==> src/rtl/branch_predict_unit_pkg.sv <==
// Shared types and helpers for the branch predict unit: FSM states and
// 2-bit saturating counter encodings.
package branch_pkg;

  typedef enum logic {RUN = 1'b0, HALT = 1'b1} halt_state_t;

  localparam logic [1:0] SNT = 2'b00;
  localparam logic [1:0] WNT = 2'b01;
  localparam logic [1:0] WT  = 2'b10;
  localparam logic [1:0] ST  = 2'b11;

  function automatic logic [1:0] sat2_update(input logic [1:0] ctr, input logic taken);
    if (taken) return (ctr == ST) ? ST : ctr + 2'b01;
    else       return (ctr == SNT) ? SNT : ctr - 2'b01;
  endfunction

endpackage

==> src/rtl/branch_predict_unit_if.sv <==
// Fetch/execute-side signal bundle of the branch predict unit; the unit
// itself uses the slave modport, the pipeline drives through master.
interface branch_predict_unit_if #(parameter int PC_W = 9, parameter int CNT_W = 16);

  logic [PC_W-1:0]  IF_PC;
  logic             Pred_Taken;
  logic [PC_W-1:0]  Pred_Target;
  logic             Ex_Valid;
  logic [PC_W-1:0]  Cur_PC;
  logic [31:0]      Imm;
  logic             Branch;
  logic             Jump;
  logic             Jalr;
  logic             Halt_com;
  logic [31:0]      AluResult;
  logic             Ex_PredTaken;
  logic [PC_W-1:0]  Ex_PredTarget;
  logic             Resume;
  logic [PC_W-1:0]  PC_Imm;
  logic [PC_W-1:0]  PC_Four;
  logic [PC_W-1:0]  BrPC;
  logic             PcSel;
  logic             Flush;
  logic             Halted;
  logic [CNT_W-1:0] Br_Cnt;
  logic [CNT_W-1:0] Mis_Cnt;

  modport master (
    output IF_PC, Ex_Valid, Cur_PC, Imm, Branch, Jump, Jalr, Halt_com,
           AluResult, Ex_PredTaken, Ex_PredTarget, Resume,
    input  Pred_Taken, Pred_Target, PC_Imm, PC_Four, BrPC, PcSel, Flush,
           Halted, Br_Cnt, Mis_Cnt
  );

  modport slave (
    input  IF_PC, Ex_Valid, Cur_PC, Imm, Branch, Jump, Jalr, Halt_com,
           AluResult, Ex_PredTaken, Ex_PredTarget, Resume,
    output Pred_Taken, Pred_Target, PC_Imm, PC_Four, BrPC, PcSel, Flush,
           Halted, Br_Cnt, Mis_Cnt
  );

endinterface

==> src/rtl/branch_predict_unit_btt.sv <==
// Direct-mapped BHT (2-bit counters) plus tagged BTB: one combinational
// fetch read port, one execute write port, synchronous active-low clear.
module branch_target_table
  import branch_pkg::*;
#(
  parameter int PC_W  = 9,
  parameter int IDX_W = 4
) (
  input  logic            clk,
  input  logic            reset,
  input  logic [PC_W-1:0] rd_pc,
  output logic            rd_taken,
  output logic [PC_W-1:0] rd_target,
  input  logic            wr_en,
  input  logic [PC_W-1:0] wr_pc,
  input  logic            wr_cond,
  input  logic            wr_jal,
  input  logic            wr_taken,
  input  logic [PC_W-1:0] wr_target
);

  localparam int N     = 1 << IDX_W;
  localparam int TAG_W = PC_W - IDX_W - 2;

  logic [1:0]       bht        [N];
  logic             btb_valid  [N];
  logic [TAG_W-1:0] btb_tag    [N];
  logic [PC_W-1:0]  btb_target [N];

  logic [IDX_W-1:0] rd_idx, wr_idx;
  logic [TAG_W-1:0] rd_tag, wr_tag;
  logic             unused_wr_low;

  assign rd_idx        = rd_pc[IDX_W+1:2];
  assign rd_tag        = rd_pc[PC_W-1:IDX_W+2];
  assign wr_idx        = wr_pc[IDX_W+1:2];
  assign wr_tag        = wr_pc[PC_W-1:IDX_W+2];
  assign unused_wr_low = ^wr_pc[1:0];

  // Reads see the table as it stood before this cycle's write.
  assign rd_taken  = btb_valid[rd_idx] && (btb_tag[rd_idx] == rd_tag) && bht[rd_idx][1];
  assign rd_target = rd_taken ? btb_target[rd_idx] : rd_pc + PC_W'(4);

  always_ff @(posedge clk) begin
    if (!reset) begin
      for (int i = 0; i < N; i++) begin
        bht[i]       <= WNT;
        btb_valid[i] <= 1'b0;
      end
    end else if (wr_en) begin
      if (wr_jal)
        bht[wr_idx] <= ST;
      else if (wr_cond)
        bht[wr_idx] <= sat2_update(bht[wr_idx], wr_taken);
      if (wr_taken) begin
        btb_valid[wr_idx]  <= 1'b1;
        btb_tag[wr_idx]    <= wr_tag;
        btb_target[wr_idx] <= wr_target;
      end
    end
  end

endmodule

==> src/rtl/branch_predict_unit.sv <==
// Branch predict unit: fetch-time prediction, execute-time resolution with
// redirect/flush, RUN/HALT state machine and saturating perf counters.
module branch_predict_unit
  import branch_pkg::*;
#(
  parameter int PC_W  = 9,
  parameter int IDX_W = 4,
  parameter int CNT_W = 16
) (
  input  logic                clk,
  input  logic                reset,
  branch_predict_unit_if.slave bus
);

  halt_state_t      state, state_next;
  logic [PC_W-1:0]  halt_pc;
  logic [PC_W-1:0]  pc_four, pc_imm, target;
  logic             taken, mis, upd, halt_take;
  logic [CNT_W-1:0] br_cnt, mis_cnt;

  assign pc_four = bus.Cur_PC + PC_W'(4);
  assign pc_imm  = bus.Jalr ? {bus.AluResult[PC_W-1:1], 1'b0}
                            : bus.Cur_PC + bus.Imm[PC_W-1:0];
  assign taken   = bus.Jump || (bus.Branch && bus.AluResult[0]);
  assign target  = taken ? pc_imm : pc_four;
  assign mis     = (taken != bus.Ex_PredTaken) || (taken && (target != bus.Ex_PredTarget));

  assign halt_take = (state == RUN) && bus.Ex_Valid && bus.Halt_com;
  assign upd       = (state == RUN) && bus.Ex_Valid && !bus.Halt_com && (bus.Branch || bus.Jump);

  assign bus.PC_Four = pc_four;
  assign bus.PC_Imm  = pc_imm;
  assign bus.Br_Cnt  = br_cnt;
  assign bus.Mis_Cnt = mis_cnt;

  if (PC_W < 32) begin : g_unused
    logic unused_hi;
    assign unused_hi = ^{bus.AluResult[31:PC_W], bus.Imm[31:PC_W]};
  end

  branch_target_table #(.PC_W(PC_W), .IDX_W(IDX_W)) u_table (
    .clk       (clk),
    .reset     (reset),
    .rd_pc     (bus.IF_PC),
    .rd_taken  (bus.Pred_Taken),
    .rd_target (bus.Pred_Target),
    .wr_en     (upd && !(bus.Jump && bus.Jalr)),
    .wr_pc     (bus.Cur_PC),
    .wr_cond   (bus.Branch),
    .wr_jal    (bus.Jump && !bus.Jalr),
    .wr_taken  (taken),
    .wr_target (target)
  );

  always_ff @(posedge clk) begin
    if (!reset) begin
      state   <= RUN;
      halt_pc <= '0;
    end else begin
      state <= state_next;
      if (halt_take) halt_pc <= bus.Cur_PC;
    end
  end

  always_comb begin
    state_next = state;
    bus.PcSel  = 1'b0;
    bus.Flush  = 1'b0;
    bus.BrPC   = pc_four;
    bus.Halted = 1'b0;
    unique case (state)
      RUN: begin
        if (bus.Ex_Valid && bus.Halt_com) begin
          bus.PcSel  = 1'b1;
          bus.Flush  = 1'b1;
          bus.BrPC   = bus.Cur_PC;
          state_next = HALT;
        end else if (bus.Ex_Valid && mis) begin
          bus.PcSel = 1'b1;
          bus.Flush = 1'b1;
          bus.BrPC  = target;
        end
      end
      HALT: begin
        bus.Halted = 1'b1;
        bus.PcSel  = 1'b1;
        bus.Flush  = 1'b1;
        bus.BrPC   = halt_pc;
        // Resume steers fetch past the halt instruction while leaving.
        if (bus.Resume) begin
          bus.BrPC   = halt_pc + PC_W'(4);
          state_next = RUN;
        end
      end
      default: state_next = RUN;
    endcase
  end

  always_ff @(posedge clk) begin
    if (!reset) begin
      br_cnt  <= '0;
      mis_cnt <= '0;
    end else if (upd) begin
      if (br_cnt != '1) br_cnt <= br_cnt + 1'b1;
      if (mis && (mis_cnt != '1)) mis_cnt <= mis_cnt + 1'b1;
    end
  end

endmodule
==> src/flat_wrapper.sv <==
// flat-port wrapper written by rule: the top's interface ports become plain ports
module branch_predict_unit_flat import branch_pkg::*;
#(
  parameter int PC_W  = 9,
  parameter int IDX_W = 4,
  parameter int CNT_W = 16
)
  (clk, reset, bus_IF_PC, bus_Ex_Valid, bus_Cur_PC, bus_Imm, bus_Branch, bus_Jump, bus_Jalr, bus_Halt_com, bus_AluResult, bus_Ex_PredTaken, bus_Ex_PredTarget, bus_Resume, bus_Pred_Taken, bus_Pred_Target, bus_PC_Imm, bus_PC_Four, bus_BrPC, bus_PcSel, bus_Flush, bus_Halted, bus_Br_Cnt, bus_Mis_Cnt);
  branch_predict_unit_if #(.PC_W(PC_W), .CNT_W(CNT_W)) bus_i ();
  input  logic clk;
  input  logic reset;
  input wire logic [$bits(bus_i.IF_PC)-1:0] bus_IF_PC;
  input wire logic [$bits(bus_i.Ex_Valid)-1:0] bus_Ex_Valid;
  input wire logic [$bits(bus_i.Cur_PC)-1:0] bus_Cur_PC;
  input wire logic [$bits(bus_i.Imm)-1:0] bus_Imm;
  input wire logic [$bits(bus_i.Branch)-1:0] bus_Branch;
  input wire logic [$bits(bus_i.Jump)-1:0] bus_Jump;
  input wire logic [$bits(bus_i.Jalr)-1:0] bus_Jalr;
  input wire logic [$bits(bus_i.Halt_com)-1:0] bus_Halt_com;
  input wire logic [$bits(bus_i.AluResult)-1:0] bus_AluResult;
  input wire logic [$bits(bus_i.Ex_PredTaken)-1:0] bus_Ex_PredTaken;
  input wire logic [$bits(bus_i.Ex_PredTarget)-1:0] bus_Ex_PredTarget;
  input wire logic [$bits(bus_i.Resume)-1:0] bus_Resume;
  output wire logic [$bits(bus_i.Pred_Taken)-1:0] bus_Pred_Taken;
  output wire logic [$bits(bus_i.Pred_Target)-1:0] bus_Pred_Target;
  output wire logic [$bits(bus_i.PC_Imm)-1:0] bus_PC_Imm;
  output wire logic [$bits(bus_i.PC_Four)-1:0] bus_PC_Four;
  output wire logic [$bits(bus_i.BrPC)-1:0] bus_BrPC;
  output wire logic [$bits(bus_i.PcSel)-1:0] bus_PcSel;
  output wire logic [$bits(bus_i.Flush)-1:0] bus_Flush;
  output wire logic [$bits(bus_i.Halted)-1:0] bus_Halted;
  output wire logic [$bits(bus_i.Br_Cnt)-1:0] bus_Br_Cnt;
  output wire logic [$bits(bus_i.Mis_Cnt)-1:0] bus_Mis_Cnt;
  assign bus_i.IF_PC = bus_IF_PC;
  assign bus_i.Ex_Valid = bus_Ex_Valid;
  assign bus_i.Cur_PC = bus_Cur_PC;
  assign bus_i.Imm = bus_Imm;
  assign bus_i.Branch = bus_Branch;
  assign bus_i.Jump = bus_Jump;
  assign bus_i.Jalr = bus_Jalr;
  assign bus_i.Halt_com = bus_Halt_com;
  assign bus_i.AluResult = bus_AluResult;
  assign bus_i.Ex_PredTaken = bus_Ex_PredTaken;
  assign bus_i.Ex_PredTarget = bus_Ex_PredTarget;
  assign bus_i.Resume = bus_Resume;
  assign bus_Pred_Taken = bus_i.Pred_Taken;
  assign bus_Pred_Target = bus_i.Pred_Target;
  assign bus_PC_Imm = bus_i.PC_Imm;
  assign bus_PC_Four = bus_i.PC_Four;
  assign bus_BrPC = bus_i.BrPC;
  assign bus_PcSel = bus_i.PcSel;
  assign bus_Flush = bus_i.Flush;
  assign bus_Halted = bus_i.Halted;
  assign bus_Br_Cnt = bus_i.Br_Cnt;
  assign bus_Mis_Cnt = bus_i.Mis_Cnt;
  branch_predict_unit #(.PC_W(PC_W), .IDX_W(IDX_W), .CNT_W(CNT_W)) u_core (.clk(clk), .reset(reset), .bus(bus_i));
endmodule
==> config.mk <==
export PLATFORM = sky130hd
export DESIGN_NAME = branch_predict_unit_flat
export DESIGN_NICKNAME = d
export VERILOG_FILES = /design/src/rtl/branch_predict_unit_pkg.sv /design/src/rtl/branch_predict_unit_if.sv /design/src/rtl/branch_predict_unit_btt.sv /design/src/rtl/branch_predict_unit.sv /design/src/flat_wrapper.sv
export SDC_FILE = /design/constraint.sdc
export NUM_CORES = 1
export LEC_CHECK = 0
export CELL_PAD_IN_SITES_DETAIL_PLACEMENT = 0
export CELL_PAD_IN_SITES_GLOBAL_PLACEMENT = 2
export CORE_AREA = 5 5 159 222
export CTS_CLUSTER_DIAMETER = 120
export DETAILED_ROUTE_END_ITERATION = 10
export DIE_AREA = 0 0 164 227
export GPL_TIMING_DRIVEN = 0
export PLACE_DENSITY_LB_ADDON = 0.1
export SYNTH_ARGS = -nofsm -noshare
export SYNTH_HDL_FRONTEND = slang
export SYNTH_SLANG_ARGS = --single-unit
export TNS_END_PERCENT = 5
==> constraint.sdc <==
create_clock -name clk -period 9.5 [get_ports clk]
set_clock_uncertainty 0.2 [all_clocks]
set_input_delay 1.9 -clock clk [delete_from_list [all_inputs] [get_ports clk]]
set_output_delay 1.9 -clock clk [all_outputs]
set_load 0.01 [all_outputs]
==> run metrics <==
status=complete, no violations; Worst Hold Path Cells=1; Detailed Route WL=36.5 mm; r2r endpoint=u_core.u_table.btb_tag[1][1]; Longest Clk Path Bufs=3; input/output buffers=123; via-per-instance ratio=5.29; setup repair after global routing missed its margin=false; FF+latch count, synth=282; final hold violation count=0; P_leak=0.00540 uW; WP buf/inv=3; CTS sink cnt=282; Clock Pin Slew Worst Setup and Hold Paths=0.06 ns; first-pass GRT wire length=55.1 mm; max-cap violation count=0; vias in the first global route=8955; Hold Slack=0.256 ns; Core Area=33000 um2; required time of the critical path=7.40 ns; largest net degree at the start of global routing=23; I/O pin count=172; synthesized area=13000 um2; routability cong.=0.797; CP Class=input port to output port; post-route ant nets=0; crit path max-delay cell type=clkdlybuf4s50_1; Slew HR=0.0569; Setup crit end kind=output port; CTS Root Cell=clkbuf_16; Post-route DRC=0; share of the synthesized area in the top cell type=0.518; Final min period=8.95 ns; Max IR drop VDD=117 uV; Die H=227 um; Worst setup SP type=input port; antenna violations before repair=1; Worst Max-Slew Pin Slew=1.41 ns; Syn Nets=1068; CP peak stage delay=1.13 ns; Post-synth top flop=edfxtp_1; DIE WIDTH=164 um; die area=37200 um2; Cells after DPL=1535; Final period util=0.942; P&R area growth vs syn=23.4%; final setup violation count=0; Worst Hold Class=flop to flop; Distinct cells, synth=63; crit-path cells=clkdlybuf4s50_1 > ha_1 > buf_6 > a21oi_1 > nand2_1 > o21a_1 > o311a_1 > or3_1 > a2111o_1 > o311a_4 > o221a_2 > a21oi_1 > clkdlybuf4s50_1; Cell Rows=79; Critical R2R Launch=u_core.state; Warnings, synthesis=0; Resized cells post-CTS=0; CP Max Fanout=21; Skew-Pair Late Insertion Delay=0.55 ns; Worst Path Arrival=6.85 ns; DR vias=8403; Endpoint, Worst Hold=u_core.u_table.btb_valid[6]; hold_sp=u_core.u_table.btb_valid[6]; most frequent cell after synthesis=edfxtp_1; Initial DRT Pass Iterations=5; fraction of registers with async set/reset=0; Post-Synthesis Cells=951; fmax=112 MHz; R2R Setup Slk=5.78 ns; CTS tree=built; Layout Cells excl Fill=1587; Post-synth top cells=edfxtp_1 (224), nand2_1 (87), nor2_1 (85); Reg2Reg Depth=6; Power per Cell Area=173 nW/um2; WL/cell=23.0 um; number of nets in the layout=1238; grt total ovfl=0; most area-consuming cells after synthesis=edfxtp_1 (52%), mux4_2 (12%), dfxtp_1 (8.9%); Post-synth EDFFs=224; Synth area leader=edfxtp_1; crit path from=bus_Cur_PC[7]; share of cells above drive strength 1=0.154; All-Layer GR Usage=0.199; CTS Buf Count=28; CP top delay family=compound AO/OA/AOI/OAI gates; CTS H-tree depth=1; sequential area share after synthesis=0.607; DRT iter0 DRCs=451; post-DP HPWL=26.6 mm; Syn Area/Cell=13.7 um2; Starting Density=0.394; Final Max Tran Viols=0
-- layer usage --
layer | wire length, um | vias to the layer above | global-route usage
met5 | 13 | - | 0
met4 | 1110 | 2 | 0.0650
met3 | 1840 | 54 | 0.0375
met2 | 19400 | 197 | 0.366
met1 | 14100 | 4197 | 0.234
li1 | - | 3953 | -
-- cell type report --
type                            instances  area [um2]
Multi-Input combinational cell        585        4780
Clock buffer                           36         752
Sequential cell                       282        7890
Buffer                                 55         256
Fill cell                            3055       17000
Antenna cell                            1        2.50
Tap cell                              445         557
Inverter                               29         109
Clock inverter                         14         160
Timing Repair Buffer                  140        1530
-- cell usage in the layout (no fill, tap or decap), types with 6 or more instances in the layout --
master / n
dfxtp_1: 58
clkbuf_1: 37
a21oi_1: 33
a21o_1: 18
and3_1: 6
clkbuf_16: 29
mux4_2: 70
ha_1: 16
or3_1: 15
buf_1: 11
o211ai_1: 12
buf_2: 7
nand4_1: 7
mux2i_1: 16
nor2_1: 69
buf_8: 11
o21ai_0: 40
xnor2_1: 13
nor2_2: 16
inv_1: 29
o31ai_1: 6
xor2_1: 28
nand2_1: 87
edfxtp_1: 224
nand3_1: 51
clkdlybuf4s50_1: 123
-- registers in the layout, indices dropped and copies added, names as in the netlist --
signal	flops
u_core.halt_pc	9
u_core.bus.Mis_Cnt	16
u_core.bus.Br_Cnt	16
u_core.state	1
u_core.u_table.btb_tag	48
u_core.u_table.btb_target	144
u_core.u_table.btb_valid	16
u_core.u_table.bht	32
-- logic make-up (layout without fill, tap and decap cells) --
group           Yosys count  count (layout)  synth area share
other cells               0               1                 0
mux                      90              90             0.137
flops                   282             282             0.607
fa+ha+maj                19              19            0.0185
buf+inv                  84             274            0.0281
xor+xnor                 43              43            0.0306
simple gates            289             289             0.104
compound gates          144             144            0.0749
-- per-stage QoR --
step            util  setup TNS, ns  total power (uW)  instance area (um2)  setup slack [ns]
6_report       0.486              0              2780                16000             0.554
5_1_grt        0.485              0              2880                16000             0.279
4_1_cts        0.485              0              2810                16000             0.527
3_5_place_dp   0.458         -0.257              1700                15100           -0.0742
3_3_place_gp   0.448         -0.538              1700                14800            -0.118
2_1_floorplan      -              0              1550                13000              2.28
-- worst max-delay path by stage --
| stage | cells past startpoint | endpoint | slack (ns) |
|---|---|---|---|
| 2_1_floorplan | 10 | bus_PcSel | 2.28 |
| 3_3_place_gp | 13 | bus_BrPC[7] | -0.12 |
| 3_5_place_dp | 13 | bus_BrPC[6] | -0.07 |
| 4_1_cts | 13 | bus_BrPC[6] | 0.53 |
| 5_1_grt | 12 | bus_BrPC[6] | 0.28 |
| 6_report | 13 | bus_BrPC[6] | 0.55 |
-- worst reg2reg max path, stage by stage, from the launching register on --
cell and delay, ns:
dfxtp_1 0.35, nor3_1 0.81, nand3b_1 0.33, nor3_1 0.76, nand2_1 0.22, nor2_2 0.52
buf_6 0.24
-- power breakdown --
| group | internal [uW] | total [uW] | switching (uW) |
|---|---|---|---|
| registers | 1350 | 1360 | 4.80 |
| clock network | 643 | 1110 | 466 |
| logic | 133 | 310 | 177 |
| total | 2130 | 2780 | 648 |
-- repair_timing --
action                     CTS  global route
buffers inserted             1             0
hold endpoints to repair     0             0
hold buffers                 0             0
setup endpoints to repair    6             0
(Power assumes the default switching activity.)
